### src/rtl/trace_capture.sv
// Trace buffer: lowest-index valid channel per cycle is recorded into a circular buffer,
// stops POST records after trig, then drains oldest-first. TRACE_TIMESTAMP_EN adds cycle stamps.
module trace_capture #(
    parameter int DATA_W = 77,
    parameter int CH     = 2,
    parameter int DEPTH  = 16,
    parameter int POST   = 8,
    parameter int CNT_W  = 32,
    localparam int CH_W  = (CH > 1) ? $clog2(CH) : 1,
`ifdef TRACE_TIMESTAMP_EN
    localparam int TS_EN = 1,
`else
    localparam int TS_EN = 0,
`endif
    localparam int REC_W = DATA_W + CH_W + TS_EN * CNT_W
) (
    input  logic                 clk,
    input  logic                 rst,
    input  logic [CH-1:0]        ch_valid,
    input  logic [CH*DATA_W-1:0] ch_data,
    input  logic                 arm,
    input  logic                 trig,
    input  logic                 rd_req,
    output logic                 rd_valid,
    output logic [REC_W-1:0]     rd_data,
    output logic                 rd_empty,
    output logic [1:0]           state,
    output logic [15:0]          drop_cnt
);

    localparam int AW   = $clog2(DEPTH);
    localparam int CW   = AW + 1;
    localparam int NV_W = $clog2(CH + 1);

    typedef enum logic [1:0] {
        S_IDLE  = 2'd0,
        S_ARMED = 2'd1,
        S_POST  = 2'd2,
        S_DONE  = 2'd3
    } state_t;

    state_t            state_q, state_d;
    logic [CW-1:0]     post_cnt, post_d;
    logic [AW-1:0]     wr_ptr;
    logic [CW-1:0]     count;
    logic [AW-1:0]     rd_addr;
    logic              wr_en;
    logic              sel_valid;
    logic [CH_W-1:0]   sel_id;
    logic [NV_W-1:0]   n_valid, n_drop;
    logic [16:0]       drop_sum;
    logic [DATA_W-1:0] sel_data;
    logic [REC_W-1:0]  wr_rec;
    logic [REC_W-1:0]  mem [DEPTH];

    always_comb begin
        sel_valid = 1'b0;
        sel_id    = '0;
        n_valid   = '0;
        for (int unsigned i = 0; i < CH; i++) begin
            if (ch_valid[i]) begin
                n_valid = n_valid + NV_W'(1);
                if (!sel_valid) begin
                    sel_valid = 1'b1;
                    sel_id    = CH_W'(i);
                end
            end
        end
    end

    assign sel_data = ch_data[int'(sel_id) * DATA_W +: DATA_W];
    assign n_drop   = sel_valid ? n_valid - NV_W'(1) : '0;
    assign drop_sum = {1'b0, drop_cnt} + 17'(n_drop);

`ifdef TRACE_TIMESTAMP_EN
    logic [CNT_W-1:0] cyc_cnt;

    always_ff @(posedge clk or posedge rst) begin
        if (rst) cyc_cnt <= '0;
        else     cyc_cnt <= cyc_cnt + CNT_W'(1);
    end

    assign wr_rec = {cyc_cnt, sel_id, sel_data};
`else
    assign wr_rec = {sel_id, sel_data};
`endif

    always_comb begin
        state_d = state_q;
        post_d  = post_cnt;
        wr_en   = 1'b0;
        if (arm) begin
            state_d = S_ARMED;
            post_d  = '0;
        end else begin
            case (state_q)
                S_ARMED: begin
                    wr_en = sel_valid;
                    if (trig) begin
                        state_d = S_POST;
                        post_d  = sel_valid ? CW'(1) : '0;
                        if (sel_valid && post_d == CW'(POST)) state_d = S_DONE;
                    end
                end
                S_POST: begin
                    wr_en = sel_valid;
                    if (sel_valid) begin
                        post_d = post_cnt + CW'(1);
                        if (post_d == CW'(POST)) state_d = S_DONE;
                    end
                end
                default: ;
            endcase
        end
    end

    always_ff @(posedge clk or posedge rst) begin
        if (rst) begin
            state_q  <= S_IDLE;
            post_cnt <= '0;
        end else begin
            state_q  <= state_d;
            post_cnt <= post_d;
        end
    end

    always_ff @(posedge clk) begin
        if (wr_en) mem[wr_ptr] <= wr_rec;
    end

    // Writes stop in DONE, so the unread count doubles as the read pointer offset:
    // oldest unread entry is always wr_ptr - count.
    assign rd_addr = wr_ptr - count[AW-1:0];

    always_ff @(posedge clk or posedge rst) begin
        if (rst) begin
            wr_ptr   <= '0;
            count    <= '0;
            drop_cnt <= '0;
            rd_valid <= 1'b0;
            rd_data  <= '0;
        end else if (arm) begin
            wr_ptr   <= '0;
            count    <= '0;
            drop_cnt <= '0;
            rd_valid <= 1'b0;
        end else begin
            rd_valid <= 1'b0;
            if (wr_en) begin
                wr_ptr   <= wr_ptr + AW'(1);
                if (count != CW'(DEPTH)) count <= count + CW'(1);
                drop_cnt <= drop_sum[16] ? 16'hFFFF : drop_sum[15:0];
            end
            if (state_q == S_DONE && rd_req && count != '0) begin
                rd_valid <= 1'b1;
                rd_data  <= mem[rd_addr];
                count    <= count - CW'(1);
            end
        end
    end

    assign rd_empty = (state_q != S_DONE) || (count == '0);
    assign state    = state_q;

endmodule

### config.mk
export PLATFORM = sky130hd
export DESIGN_NAME = trace_capture
export DESIGN_NICKNAME = d
export VERILOG_FILES = /design/src/rtl/trace_capture.sv
export SDC_FILE = /design/constraint.sdc
export NUM_CORES = 2
export LEC_CHECK = 0
export CAP_MARGIN = 20
export CORE_MARGIN = 2
export CORE_UTILIZATION = 35
export DETAILED_ROUTE_END_ITERATION = 16
export DONT_BUFFER_PORTS = 1
export HOLD_SLACK_MARGIN = 0.08
export PLACE_DENSITY = 0.59
export SLEW_MARGIN = 20
export SYNTH_ARGS = -nofsm -noshare
export SYNTH_HDL_FRONTEND = slang
export SYNTH_SLANG_ARGS = --single-unit
### constraint.sdc
create_clock -name clk -period 4.8 [get_ports clk]
set_input_delay 0.24 -clock clk [delete_from_list [all_inputs] [get_ports clk]]
set_output_delay 0.24 -clock clk [all_outputs]
set_load 0.05 [all_outputs]
==> impl_metrics.py <==
metrics = {
    "grt": {
        "grt_pass1_wl_um": 181800,
        "track_usage_pct": 16.50,
        "grt_pass1_vias": 26300,
        "antenna_found_initial": 4,
        "overflow": 0,
        "grt_max_degree": 89,
    },
    "pwr": {
        "comb_power_share_pct": 25.8,
        "clkPwrFrac_pct": 31.0,
        "max-vdd-ir-drop_mv": 0.7015,
        "powerDensity_mw_per_mm2": 561.7,
        "leakage_uw": 0.02055,
        "p_sw_uw": 10560,
        "seqPwrFrac_pct": 43.2,
        "switching_share_pct": 30.34,
        "internal_power_uw": 24250,
    },
    "finish": {
        "drive_gt1_share_pct": 25.38,
        "syn_to_final_growth_pct": 17.49,
        "design_area_mm2": 0.06198,
        "final_util_pct": 41.38,
        "nets": 2815,
        "fillers": 12800,
    },
    "logic_synthesis": {
        "synth_edf_count": 1248,
        "synth_area_leader_cell": "edfxtp_1",
        "syn_area_mm2": 0.05275,
        "ys_ff_latch": 1359,
        "avgSynthCellArea_um2": 21.87,
        "ys_seq_area_share_pct": 76.30,
        "syn_nets": 2590,
        "yosysWarnings": 0,
        "synthCells": 2412,
        "yosys_most_used_dff": "edfxtp_1",
        "async_reset_ff_share_pct": 8.168,
        "synth_commonest_cells": "1248 x edfxtp_1, 312 x mux4_2, 159 x mux2i_1",
        "synth_top_area_share_pct": 71.04,
        "yosysMostFrequentCell": "edfxtp_1",
        "synth.distinct_cells": 56,
        "synthTopCellsByArea": "edfxtp_1 71%, mux4_2 13%, dfrtp_1 5.3%",
    },
    "outcome": {
        "status": "finished clean",
    },
    "worst_hold_path": {
        "hp-class": "in2reg",
        "hp-start": "arm",
        "holdPathStages": 2,
        "whs_endpoint": "rd_valid",
    },
    "setup_path": {
        "cp-start-kind": "register",
        "rr_endpoint": "rd_data[55]",
        "worstPathRequired_ns": 5.46,
        "crit_type": "reg2reg",
        "path_max_fanout": 35,
        "critPathMaxStageDelay_ns": 0.73,
        "rr_worst_depth": 7,
        "r2r_start": "state[0]",
        "endpoint_kind": "register",
        "path_buf_inv": 1,
        "worstPathCellList": "ha_1, nand2_1, o21bai_4, or2_4, or3_4, buf_12, o221ai_1",
        "crit_family": "simple AND/OR/NAND/NOR gates",
        "slowest_stage": "or3_4",
        "cp.arrival_ns": 4.14,
        "reg2reg_setup_slack_ns": 1.32,
    },
    "timing": {
        "rsz0062_at_grt": "false",
        "final.setup_skew_ns": 0.02213,
        "fmax_mhz": 287.5,
        "finalHoldViolCount": 0,
        "setup_viol": 0,
        "setup_tns_ns": 0,
        "slew_viol_final": 0,
        "min_period_ns": 3.478,
        "post-route-period-util_pct": 72.46,
        "tightestPinTransition_ns": 1.021,
        "timing.slew.headroom_pct": 31.76,
        "worst_slack_ns": 1.322,
    },
    "detailed_routing": {
        "vias_per_cell": 5.260,
        "num_vias": 25080,
        "drt_iter0_markers": 2156,
        "wire_per_inst_um": 26.62,
        "drcViolationCount": 0,
        "firstDrtPassIters": 7,
        "routed_wl_um": 126900,
        "antenna_left": 0,
    },
    "floorplanning": {
        "core_area_mm2": 0.1498,
        "ioPinCount": 259,
        "start_util_pct": 35.22,
        "die_h_um": 392.2,
        "die_width_um": 392.2,
        "dieArea_mm2": 0.1538,
        "num_rows": 142,
    },
    "clock_network": {
        "htree_levels": 4,
        "cts_buffer_depth": 3,
        "cts.repair.resized": 0,
        "cts_made_buffers": 138,
        "clk_latency_ns": 0.77,
        "hold_buffers": 166,
        "root_buffer": "clkbuf_16",
        "clk_pin_slew_worst_paths_ns": 0.06,
        "cts_tree": "yes",
        "numClockSinks": 1359,
        "cts_setup_buffers": 0,
    },
    "placed_design": {
        "hpwl_um": 59240,
        "gp_congestion": 0.7463,
        "io_buffers": 0,
        "dpl-instance-area_mm2": 0.05568,
        "dp_slack_ns": 1.344,
    },
    "run": {
        "maxCapViolCount": 0,
    },
}
[layout by cell type, fill, tap and decap left out, types with 20 or more instances in the layout]
cell type and n:
buf_12 36, mux2i_1 159, mux4_2 312, edfxtp_1 1248
clkbuf_1 33, dfrtp_1 111, nand2_1 100, o221ai_1 58
dlygate4sd3_1 164, nor2_1 24, mux2_2 79, clkbuf_16 141
o221ai_2 20
[worst max path at each step]
stage | startpoint | end | slack, ns | depth (start not counted)
floorplan | state[0] | mem[0][0] | -0.73 | 6
global placement | state[0] | rd_data[69] | 1.38 | 7
detailed placement | state[0] | rd_data[15] | 1.34 | 7
CTS | state[0] | rd_data[59] | 1.32 | 7
global route | state[0] | rd_data[55] | 1.16 | 7
finish | state[0] | rd_data[55] | 1.32 | 7
[metrics by stage]
| stage | instances | hold slack (ns) | power, uW |
|---|---|---|---|
| 2_1_floorplan | 2412 | 0.4373 | 22010 |
| 3_3_place_gp | 4346 | 0.1760 | 24120 |
| 3_5_place_dp | 4346 | 0.1837 | 24310 |
| 4_1_cts | 4765 | 0.1048 | 35230 |
| 5_1_grt | 4767 | 0.1286 | 36290 |
| 6_report | 4767 | 0.1496 | 34820 |
[state kept, by name, indices dropped and copies added (netlist names)]
register and flops:
rd_valid 1, drop_cnt 16, count 5, mem 1248, state 2, rd_data 78, post_cnt 5, wr_ptr 4
[layout make-up]
| cell class | instances | area (um2) | share of cell area (%) |
|---|---|---|---|
| diodes | 1 | 2.502 | 0.004037 |
| clock buffers | 191 | 3886 | 6.270 |
| clock inverters | 62 | 701.9 | 1.132 |
| inverters | 15 | 61.31 | 0.09892 |
| multi-input cells | 908 | 12060 | 19.45 |
| flip-flops and latches | 1359 | 40250 | 64.95 |
| well taps | 2016 | 2522 | 4.070 |
| repair buffers | 215 | 2495 | 4.025 |
[routing by layer]
metal / vias up / wire length [um] / GRT usage [%]
met4: 0 / 2797 / 4.888
li1: 10570 / - / -
met3: 156 / 7384 / 3.215
met2: 745 / 63440 / 27.64
met1: 13600 / 53280 / 21.82
met5: - / 0 / 0
[power groups by stage]
stage	clock (uW)	sequential (uW)	combinational (uW)
floorplan	0	15000	7040
global placement	0	15300	8810
detailed placement	0	15300	8990
CTS	11000	15100	9140
global route	11500	15100	9710
finish	10800	15000	8980
[cells by family (layout without fill, tap and decap cells)]
| family | after synthesis | in the layout | share of synthesized area (%) |
|---|---|---|---|
| mux | 550 | 550 | 18.02 |
| simple gates | 192 | 192 | 1.603 |
| compound gates | 138 | 138 | 2.284 |
| fa+ha+maj | 17 | 17 | 0.4317 |
| buf+inv | 145 | 483 | 1.191 |
| other cells | 2 | 3 | 0.01424 |
| flops | 1359 | 1359 | 76.30 |
| xor+xnor | 9 | 9 | 0.1494 |
Note: power is estimated with default switching activity, not from simulation.
